File: src/rtl/sw_frame_handler_pkg.sv
// Shared definitions for the per-switch frame handler: frame field positions,
// operation encodings and the execution FSM state type.
package sw_frame_handler_pkg;

  localparam int OP_ID_LSB    = 0;
  localparam int OP_ID_MSB    = 7;
  localparam int DATA_LSB     = 8;
  localparam int DATA_MSB     = 15;
  localparam int WR_RD_BIT    = 16;
  localparam int REG_ADDR_LSB = 17;
  localparam int REG_ADDR_MSB = 21;

  localparam logic WR_OP = 1'b1;
  localparam logic RD_OP = 1'b0;

  typedef enum logic [1:0] {
    IDLE  = 2'd0,
    FETCH = 2'd1,
    EXEC  = 2'd2,
    RESP  = 2'd3
  } state_e;

endpackage : sw_frame_handler_pkg

File: src/rtl/sw_frame_fifo.sv
// Small synchronous frame FIFO with registered read data. Pushes while full are
// dropped here; the parent tracks the sticky overflow indication.
module sw_frame_fifo #(
  parameter int DEPTH = 4,
  parameter int WIDTH = 32
) (
  input  logic             clk,
  input  logic             rst_n,
  input  logic             push,
  input  logic             pop,
  input  logic [WIDTH-1:0] wr_data,
  output logic [WIDTH-1:0] rd_data,
  output logic             full,
  output logic             empty
);

  localparam int AW = (DEPTH > 1) ? $clog2(DEPTH) : 1;
  localparam int CW = AW + 1;

  logic [WIDTH-1:0] mem_q [DEPTH];
  logic [WIDTH-1:0] mem_d [DEPTH];
  logic [AW-1:0]    wr_ptr_q, wr_ptr_d;
  logic [AW-1:0]    rd_ptr_q, rd_ptr_d;
  logic [CW-1:0]    count_q, count_d;
  logic [WIDTH-1:0] rd_data_q, rd_data_d;
  logic             push_ok;
  logic             pop_ok;

  assign full    = (count_q == CW'(DEPTH));
  assign empty   = (count_q == '0);
  assign rd_data = rd_data_q;

  // A full FIFO refuses the push even if a pop frees a slot in the same cycle.
  assign push_ok = push && !full;
  assign pop_ok  = pop && !empty;

  always_comb begin
    mem_d     = mem_q;
    wr_ptr_d  = wr_ptr_q;
    rd_ptr_d  = rd_ptr_q;
    rd_data_d = rd_data_q;
    count_d   = count_q;
    if (push_ok) begin
      mem_d[wr_ptr_q] = wr_data;
      wr_ptr_d        = wr_ptr_q + AW'(1);
    end
    if (pop_ok) begin
      rd_data_d = mem_q[rd_ptr_q];
      rd_ptr_d  = rd_ptr_q + AW'(1);
    end
    unique case ({push_ok, pop_ok})
      2'b10:   count_d = count_q + CW'(1);
      2'b01:   count_d = count_q - CW'(1);
      default: count_d = count_q;
    endcase
  end

  always_ff @(posedge clk or negedge rst_n) begin
    if (!rst_n) begin
      mem_q     <= '{default: '0};
      wr_ptr_q  <= '0;
      rd_ptr_q  <= '0;
      rd_data_q <= '0;
      count_q   <= '0;
    end else begin
      mem_q     <= mem_d;
      wr_ptr_q  <= wr_ptr_d;
      rd_ptr_q  <= rd_ptr_d;
      rd_data_q <= rd_data_d;
      count_q   <= count_d;
    end
  end

endmodule : sw_frame_fifo

File: src/rtl/sw_frame_handler.sv
// Per-switch consumer: queues request frames, executes each against a local
// register bank and returns one response per frame over valid/ready.
module sw_frame_handler
  import sw_frame_handler_pkg::*;
#(
  parameter int FRAME_WIDTH = 32,
  parameter int W_WIDTH     = 8,
  parameter int FIFO_DEPTH  = 4,
  parameter int REG_NUM     = 32
) (
  input  logic                   clk,
  input  logic                   rst_n,
  input  logic                   fifo_wr_en,
  input  logic [FRAME_WIDTH-1:0] frame_in,
  output logic                   fifo_full,
  output logic                   fifo_empty,
  output logic                   overflow,
  output logic                   busy,
  output logic                   resp_valid,
  input  logic                   resp_ready,
  output logic [7:0]             resp_op_id,
  output logic [W_WIDTH-1:0]     resp_data,
  output logic                   resp_wr
);

  localparam int RAW = $clog2(REG_NUM);

  state_e                 state_q, state_d;
  logic [FRAME_WIDTH-1:0] frame_q, frame_d;
  logic [W_WIDTH-1:0]     regs_q [REG_NUM];
  logic [W_WIDTH-1:0]     regs_d [REG_NUM];
  logic                   resp_valid_q, resp_valid_d;
  logic [7:0]             resp_op_id_q, resp_op_id_d;
  logic [W_WIDTH-1:0]     resp_data_q, resp_data_d;
  logic                   resp_wr_q, resp_wr_d;
  logic                   overflow_q, overflow_d;

  logic [FRAME_WIDTH-1:0] fifo_rd_data;
  logic                   fifo_pop;
  logic [7:0]             frame_op_id;
  logic [W_WIDTH-1:0]     frame_data;
  logic                   frame_is_wr;
  logic [RAW-1:0]         frame_addr;
  logic                   frame_unused;

  sw_frame_fifo #(
    .DEPTH (FIFO_DEPTH),
    .WIDTH (FRAME_WIDTH)
  ) u_fifo (
    .clk     (clk),
    .rst_n   (rst_n),
    .push    (fifo_wr_en),
    .pop     (fifo_pop),
    .wr_data (frame_in),
    .rd_data (fifo_rd_data),
    .full    (fifo_full),
    .empty   (fifo_empty)
  );

  assign fifo_pop = (state_q == IDLE) && !fifo_empty;

  assign frame_op_id  = frame_q[OP_ID_MSB:OP_ID_LSB];
  assign frame_data   = frame_q[DATA_MSB:DATA_LSB];
  assign frame_is_wr  = (frame_q[WR_RD_BIT] == WR_OP);
  assign frame_addr   = frame_q[REG_ADDR_MSB:REG_ADDR_LSB];
  assign frame_unused = ^frame_q[FRAME_WIDTH-1:REG_ADDR_MSB+1];

  assign overflow   = overflow_q;
  assign busy       = (state_q != IDLE);
  assign resp_valid = resp_valid_q;
  assign resp_op_id = resp_op_id_q;
  assign resp_data  = resp_data_q;
  assign resp_wr    = resp_wr_q;

  always_comb begin
    state_d      = state_q;
    frame_d      = frame_q;
    regs_d       = regs_q;
    resp_valid_d = resp_valid_q;
    resp_op_id_d = resp_op_id_q;
    resp_data_d  = resp_data_q;
    resp_wr_d    = resp_wr_q;
    overflow_d   = overflow_q || (fifo_wr_en && fifo_full);
    unique case (state_q)
      IDLE: begin
        if (!fifo_empty) state_d = FETCH;
      end
      FETCH: begin
        frame_d = fifo_rd_data;
        state_d = EXEC;
      end
      EXEC: begin
        if (frame_is_wr) begin
          regs_d[frame_addr] = frame_data;
          resp_data_d        = frame_data;
          resp_wr_d          = WR_OP;
        end else begin
          resp_data_d = regs_q[frame_addr];
          resp_wr_d   = RD_OP;
        end
        resp_op_id_d = frame_op_id;
        resp_valid_d = 1'b1;
        state_d      = RESP;
      end
      RESP: begin
        // Response fields stay frozen until the consumer takes them.
        if (resp_ready) begin
          resp_valid_d = 1'b0;
          state_d      = IDLE;
        end
      end
      default: state_d = IDLE;
    endcase
  end

  always_ff @(posedge clk or negedge rst_n) begin
    if (!rst_n) begin
      state_q      <= IDLE;
      frame_q      <= '0;
      regs_q       <= '{default: '0};
      resp_valid_q <= 1'b0;
      resp_op_id_q <= '0;
      resp_data_q  <= '0;
      resp_wr_q    <= 1'b0;
      overflow_q   <= 1'b0;
    end else begin
      state_q      <= state_d;
      frame_q      <= frame_d;
      regs_q       <= regs_d;
      resp_valid_q <= resp_valid_d;
      resp_op_id_q <= resp_op_id_d;
      resp_data_q  <= resp_data_d;
      resp_wr_q    <= resp_wr_d;
      overflow_q   <= overflow_d;
    end
  end

endmodule : sw_frame_handler

File: config.mk
export PLATFORM = sky130hd
export DESIGN_NAME = sw_frame_handler
export DESIGN_NICKNAME = d
export VERILOG_FILES = /design/src/rtl/sw_frame_handler_pkg.sv /design/src/rtl/sw_frame_fifo.sv /design/src/rtl/sw_frame_handler.sv
export SDC_FILE = /design/constraint.sdc
export NUM_CORES = 1
export LEC_CHECK = 0
export BUFFER_PORTS_ARGS = -buffer_cell sky130_fd_sc_hd__buf_4
export CAP_MARGIN = 10
export CORE_AREA = 2 2 220 222
export CTS_BUF_LIST = sky130_fd_sc_hd__clkbuf_4
export DETAILED_ROUTE_END_ITERATION = 8
export DIE_AREA = 0 0 222 224
export PLACE_DENSITY = 0.62
export SYNTH_ARGS = -nofsm -noshare
export SYNTH_HDL_FRONTEND = slang
export SYNTH_SLANG_ARGS = --single-unit
File: constraint.sdc
create_clock -name clk -period 2 [get_ports clk]
set_input_delay 0.1 -clock clk [delete_from_list [all_inputs] [get_ports clk]]
set_output_delay 0.1 -clock clk [all_outputs]
set_load 0.02 [all_outputs]
Word-level counts from Yosys, hierarchy flattened
Index checks and enable logic that the tools add are counted.

cells by class
  magnitude comparators = 5
  equality and inequality tests = 8
  muxes and demuxes = 20
  add/sub/neg operators = 4
  reductions and logical operators = 17
  bitwise operators = 3

operator list
  operator                                                     count
  bitwise mux 256 bit                                          1
  bitwise mux 128 bit                                          1
  binary-select mux 32 bit (select 2 bit)                      1
  demux 32 bit (select 2 bit)                                  1
  two-way mux 22 bit                                           2
  binary-select mux 8 bit (select 5 bit)                       1
  demux 8 bit (select 5 bit)                                   1
  two-way mux 32 bit                                           1
  two-way mux 8 bit                                            4
  one-hot mux 2 bit (4 select lines)                           1
  == test 2 bit (second input constant)                        3
  >= comparator 3 bit (second input constant)                  2
  >= comparator 6 bit (second input constant)                  1
  logical AND 1 bit                                            6
  less-than comparator 6 x 1 -> 1 bit (second input constant)  1
  NOT 2 -> 3 bit                                               2
  NOT 5 -> 6 bit                                               1
  one-hot mux 3 bit (2 select lines)                           1
  AND reduction 2 bit                                          3
  nonzero test 2 bit                                           3
  adder 2 x 1 -> 2 bit (second input constant)                 2
  == test 2 x 1 -> 1 bit (second input constant)               2
  two-way mux 2 bit                                            2
  != test 2 bit (second input constant)                        2
  other kinds (10)                                             12

storage, ports and cells
  flip-flop bits (word level) = 456
  logic and storage cells = 104

Logic depth before layout (Yosys ltp)
  depth after elaboration = 6
  depth in mapped cells = 11
  mapped depth without buffers = 10

Modules after synthesis
Synthesis repeated with hierarchy kept, for this count alone.

second synthesis, totals
  cell total of the unflattened synthesis = 1,404
  area total of the unflattened synthesis = 21,505.6 um^2

by module, submodules not included
  module            times used  cells each  area an instance (um^2)  seq. area each (um^2)
  sw_frame_handler  1           923         13,753.2                 7,482.2
  sw_frame_fifo     1           481         7,752.4                  4,179.0

Worst setup path before layout
OpenSTA, ideal clock, no wires.

  kind = flip-flop to flip-flop
  from = reg u_fifo.count_q[1]
  to = reg u_fifo.count_q[1]
  cell stages (with the launch flop) = 9
  required time = 1.917 ns
  setup slack = -0.451 ns
  clock period less this slack = 2.451 ns
  arrival time = 2.368 ns
  cell sequence = dfrtp_1 -> nor3_1 -> nand2b_1 -> clkinv_1 -> buf_2 -> ha_1 -> inv_1 -> fa_1 -> o21ai_0

on the way
  longest elaborated chain between the ends = 6

ends and longest elaborated chain
  what                                                                      RTL line                                     RTL
  start: declaration                                                        sw_frame_fifo.sv:24                          logic [CW-1:0] count_q, count_d;
  start signal: assignment                                                  sw_frame_fifo.sv:70                          count_q <= count_d;
  logical NOT 3 bit *                                                       sw_frame_fifo.sv:30                          assign empty = (count_q == '0);
  named net fifo_empty                                                      sw_frame_handler.sv:16                       output logic fifo_empty,
  logical NOT 1 bit *                                                       sw_frame_fifo.sv:35, sw_frame_handler.sv:60
  logical AND 1 bit                                                         sw_frame_handler.sv:60                       assign fifo_pop = (state_q == IDLE) && !fifo_empty;
  logical AND 1 bit *                                                       sw_frame_fifo.sv:35                          assign pop_ok = pop && !empty;
  named net u_fifo.pop_ok                                                   sw_frame_fifo.sv:27                          logic pop_ok;
  == test 2 x 1 -> 1 bit or == test 2 bit (tied branches)                   sw_frame_fifo.sv:51                          unique case ({push_ok, pop_ok})
  one-hot mux 3 bit (2 select lines) or nonzero test 2 bit (tied branches)  --

Mark *: on every way through the listed nets, which the timed path passes. The rest lies on a longest branch.
A chain may end at the register's enable or synchronous reset.

Final worst setup path
  from = reg frame_q[17]
  to = reg resp_data_q[2] (netlist: resp_data[2])

on the way
  longest elaborated chain between the ends = 5

ends and longest elaborated chain
  what                                                   RTL line                 RTL
  start: declaration                                     sw_frame_handler.sv:29   logic [FRAME_WIDTH-1:0] frame_q, frame_d;
  start signal: assignment                               sw_frame_handler.sv:128  frame_q <= frame_d;
  NOT 5 -> 6 bit (implied by the code)                   sw_frame_handler.sv:98   resp_data_d = regs_q[frame_addr];
  binary-select mux 8 bit (select 5 bit)                 sw_frame_handler.sv:98
  two-way mux 8 bit (implied by the code) (2 in series)  sw_frame_handler.sv:98
  two-way mux 8 bit                                      sw_frame_handler.sv:93   if (frame_is_wr) begin
  end signal: assignment                                 sw_frame_handler.sv:132  resp_data_q <= resp_data_d;
  end: declaration                                       sw_frame_handler.sv:34   logic [W_WIDTH-1:0] resp_data_q, resp_data_d;

Every way passes these cells. The select of a mux whose other input is x is not followed.

==> summary.txt <==
Pwr
  – Combinational power share: 41.1%
  – Leak: 10.9 nW
  – Clk pwr share: 20.2%
  – Seq pwr share: 38.7%
  – Internal: 23.3 mW
  – Max VDD drop: 1.08 mV
  – Final Power: 35.2 mW
  – Psw: 11.9 mW
  – Switching Fraction: 33.8%
  – Pwr per Cell Area: 1470 mW/mm^2

Yosys
  – Sequential share of the synthesized area: 55.5%
  – Synth Instances: 1256
  – Ys async rst share: 100%
  – Synth area leaders: dfrtp_1 (56%), mux2_2 (23%), mux4_2 (6.7%), mux2i_1 (3.3%), nor2_4 (1.1%)
  – Synth Flop Type: dfrtp_1
  – Synth warn: 0
  – Commonest cells post-synth: dfrtp_1 (416), mux2_2 (389), mux2i_1 (61), mux4_2 (56)
  – Post-synth EDFFs: 0
  – #FFs+latches synth: 416
  – Largest area contributor in the netlist: dfrtp_1
  – Top cell type's share of synthesized area: 55.5%
  – Synth unique cells: 56
  – Mapped Area: 0.0187 sq mm
  – Mapped Avg Cell Area: 14.9 sq um
  – Syn nets: 1303
  – Most frequent cell after synthesis: dfrtp_1

Clocking
  – Sink Count: 416
  – CTS Buf Count: 108
  – Total number of H-tree levels: 3
  – TritonCTS clock tree: done
  – Latest clock arrival within the worst-skew pair: 0.84 ns
  – Max Root-Sink Buffers: 3
  – Worst-path clk slew: 0.07 ns
  – Clk root buf: clkbuf_4

Die
  – Row Count: 80
  – Height of the chip: 224 microns
  – Die W: 222 microns
  – Die area: 0.0497 sq mm
  – Starting Density: 39.6%
  – Core area: 0.0473 sq mm
  – IO Count: 58

Routing
  – Wl on met1: 20.9 mm
  – Met3 wire length: 2.04 mm
  – ANT nets after route: 0
  – Pre-antenna DRT Iters: 5
  – Drt drc: 0
  – Starting DRT DRC Count: 640
  – Vias/cell: 5.29
  – Max Used Layer: met4
  – Drt total wl: 46.8 mm
  – Wirelength per Cell: 20.8 microns
  – Routed wl met2: 22.7 mm
  – Via Count: 11884

Global routing
  – GRT overflow: 0
  – Vias in the first global route: 12696
  – Total global routing track utilization: 19.0%
  – Initial antenna violation count: 2
  – Wire length of the first global-routing pass: 72.9 mm
  – Largest net degree at the start of global routing: 87

STA
  – Worst rel slew slack: 50.4%
  – Final Cycle Share: 107%
  – Post-route setup TNS: -0.412 ns
  – Final hold vios: 0
  – Final setup fails: 22
  – Setup WS post-layout: -0.134 ns
  – Worst Tran Pin Value: 0.745 ns
  – RSZ-0062 raised after global routing: true
  – Clock Skews: 0.0458 ns
  – Max Slew Vio Count: 0
  – Peak Freq: 469 MHz
  – Min cycle time layout: 2.13 ns

Worst setup path
  – Crit. End Element: flip-flop
  – CP Class: reg -> reg
  – Crit-path max FO: 6
  – Arr. time, crit path: 2.82 ns
  – Required @ worst endpoint: 2.68 ns
  – CP startpoint kind: flip-flop

Flow run
  – Max Cap Viol: 0

Place
  – IO Port Bufs: 47
  – Dpl ws: -0.194 ns
  – Post-DP HPWL: 30.2 mm
  – Routability cong.: 0.848

Hold path
  – Hold Path Class: in -> reg

Final layout
  – Fin nets: 1603
  – Layout area overhead: 27.6%
  – Layout cells sized above 1: 56.9%

Status
  – Failing checks: negative setup slack
  – Status: finished, violations left
==> placed cells by master, fill, tap and decap left out, drive strengths merged, types with 11 or more instances in the layout <==
| cell type | n |
|---|---|
| a21oi | 11 |
| buf | 222 |
| clkbuf | 167 |
| clkinv | 16 |
| dfrtp | 416 |
| dlygate4sd3 | 45 |
| inv | 15 |
| mux2 | 389 |
| mux2i | 61 |
| mux4 | 56 |
| nand2 | 36 |
| nand3 | 12 |
| nor2 | 43 |
| o21ai | 31 |
| o22ai | 22 |
==> power groups by stage <==
stage               clock network [mW]  registers, mW  logic (mW)
floorplan                            0           13.1        8.84
global placement                     0           13.5        12.8
detailed placement                   0           13.6        13.1
CTS                               7.36           13.5        13.5
global route                      7.84           14.0        15.5
finish                            7.10           13.6        14.5
==> cell type report <==
class | instances | area (sq um)
Sequential cell | 416 | 10400
Multi-Input combinational cell | 745 | 8500
Tap cell | 615 | 769
Timing Repair Buffer | 269 | 2830
Fill cell | 4058 | 23400
Clock buffer | 165 | 1240
Inverter | 16 | 65.1
Clock inverter | 17 | 81.3
Antenna cell | 4 | 10.0
==> repair_timing <==
action	in CTS	in global routing
pin swaps	17	25
hold buffers	46	0
gates cloned	1	3
buffers inserted	9	24
resized for setup	30	141
hold endpoints to repair	513	0
endpoints found under the setup margin	147	181
==> sequential cells by signal, indices dropped and copies added, names as in the netlist <==
name and cells:
overflow 1, regs_q 256, state_q 2, resp_wr 1
resp_valid 1, u_fifo.mem_q 88, u_fifo.wr_ptr_q 2, resp_op_id 8
u_fifo.rd_data 22, u_fifo.rd_ptr_q 2, frame_q 22, u_fifo.count_q 3
resp_data 8
==> kinds of logic after synthesis <==
group | synth area share, %
mux | 33.3
buf+inv | 2.55
flops | 55.5
simple gates | 4.77
xor+xnor | 0.280
fa+ha+maj | 0.774
compound gates | 2.76
==> final timing paths <==
kind	startpoint	endpoint	slack, ns	depth (start not counted)
worst min register to register	overflow$_DFF_PN0_	overflow$_DFF_PN0_	0.47	1
max in group asynchronous	rst_n	u_fifo.mem_q[104]$_DFFE_PN0P_	0.82	6
worst min-delay path	frame_in[20]	u_fifo.mem_q[52]$_DFFE_PN0P_	0.09	3
worst max register to register	frame_q[17]$_DFFE_PN0N_	resp_data[2]$_DFFE_PN0P_	-0.13	7
worst max-delay path	frame_q[17]$_DFFE_PN0N_	resp_data[2]$_DFFE_PN0P_	-0.13	7
min in group asynchronous	rst_n	resp_data[0]$_DFFE_PN0P_	0.44	4
==> worst max-delay path, stage by stage, from the launching register on <==
cell and delay (ns):
dfrtp_2 0.47, buf_12 0.14, buf_4 0.15, mux4_2 0.52, mux2i_1 0.29, o21ai_0 0.16
nand2_1 0.16, a21oi_1 0.09
==> per-stage QoR <==
step / cell area (sq um) / hold WS [ns] / utilization (%) / instances
after global placement: 21000 / -0.00430 / 44.3 / 1981
after detailed placement: 21000 / -0.00585 / 44.3 / 1981
after global routing: 23900 / -0.0197 / 50.5 / 2247
final: 23900 / 0.0872 / 50.5 / 2247
after floorplan: 18800 / -0.196 / - / 1256
after CTS: 23000 / 0.000863 / 48.7 / 2218
==> layer usage <==
metal,GRT usage [%],up-vias
met2,30.8,269
met3,4.29,80
met1,24.9,6249
li1,-,5286
met5,0,-
met4,7.67,0
Note: power is estimated with default switching activity, not from simulation.
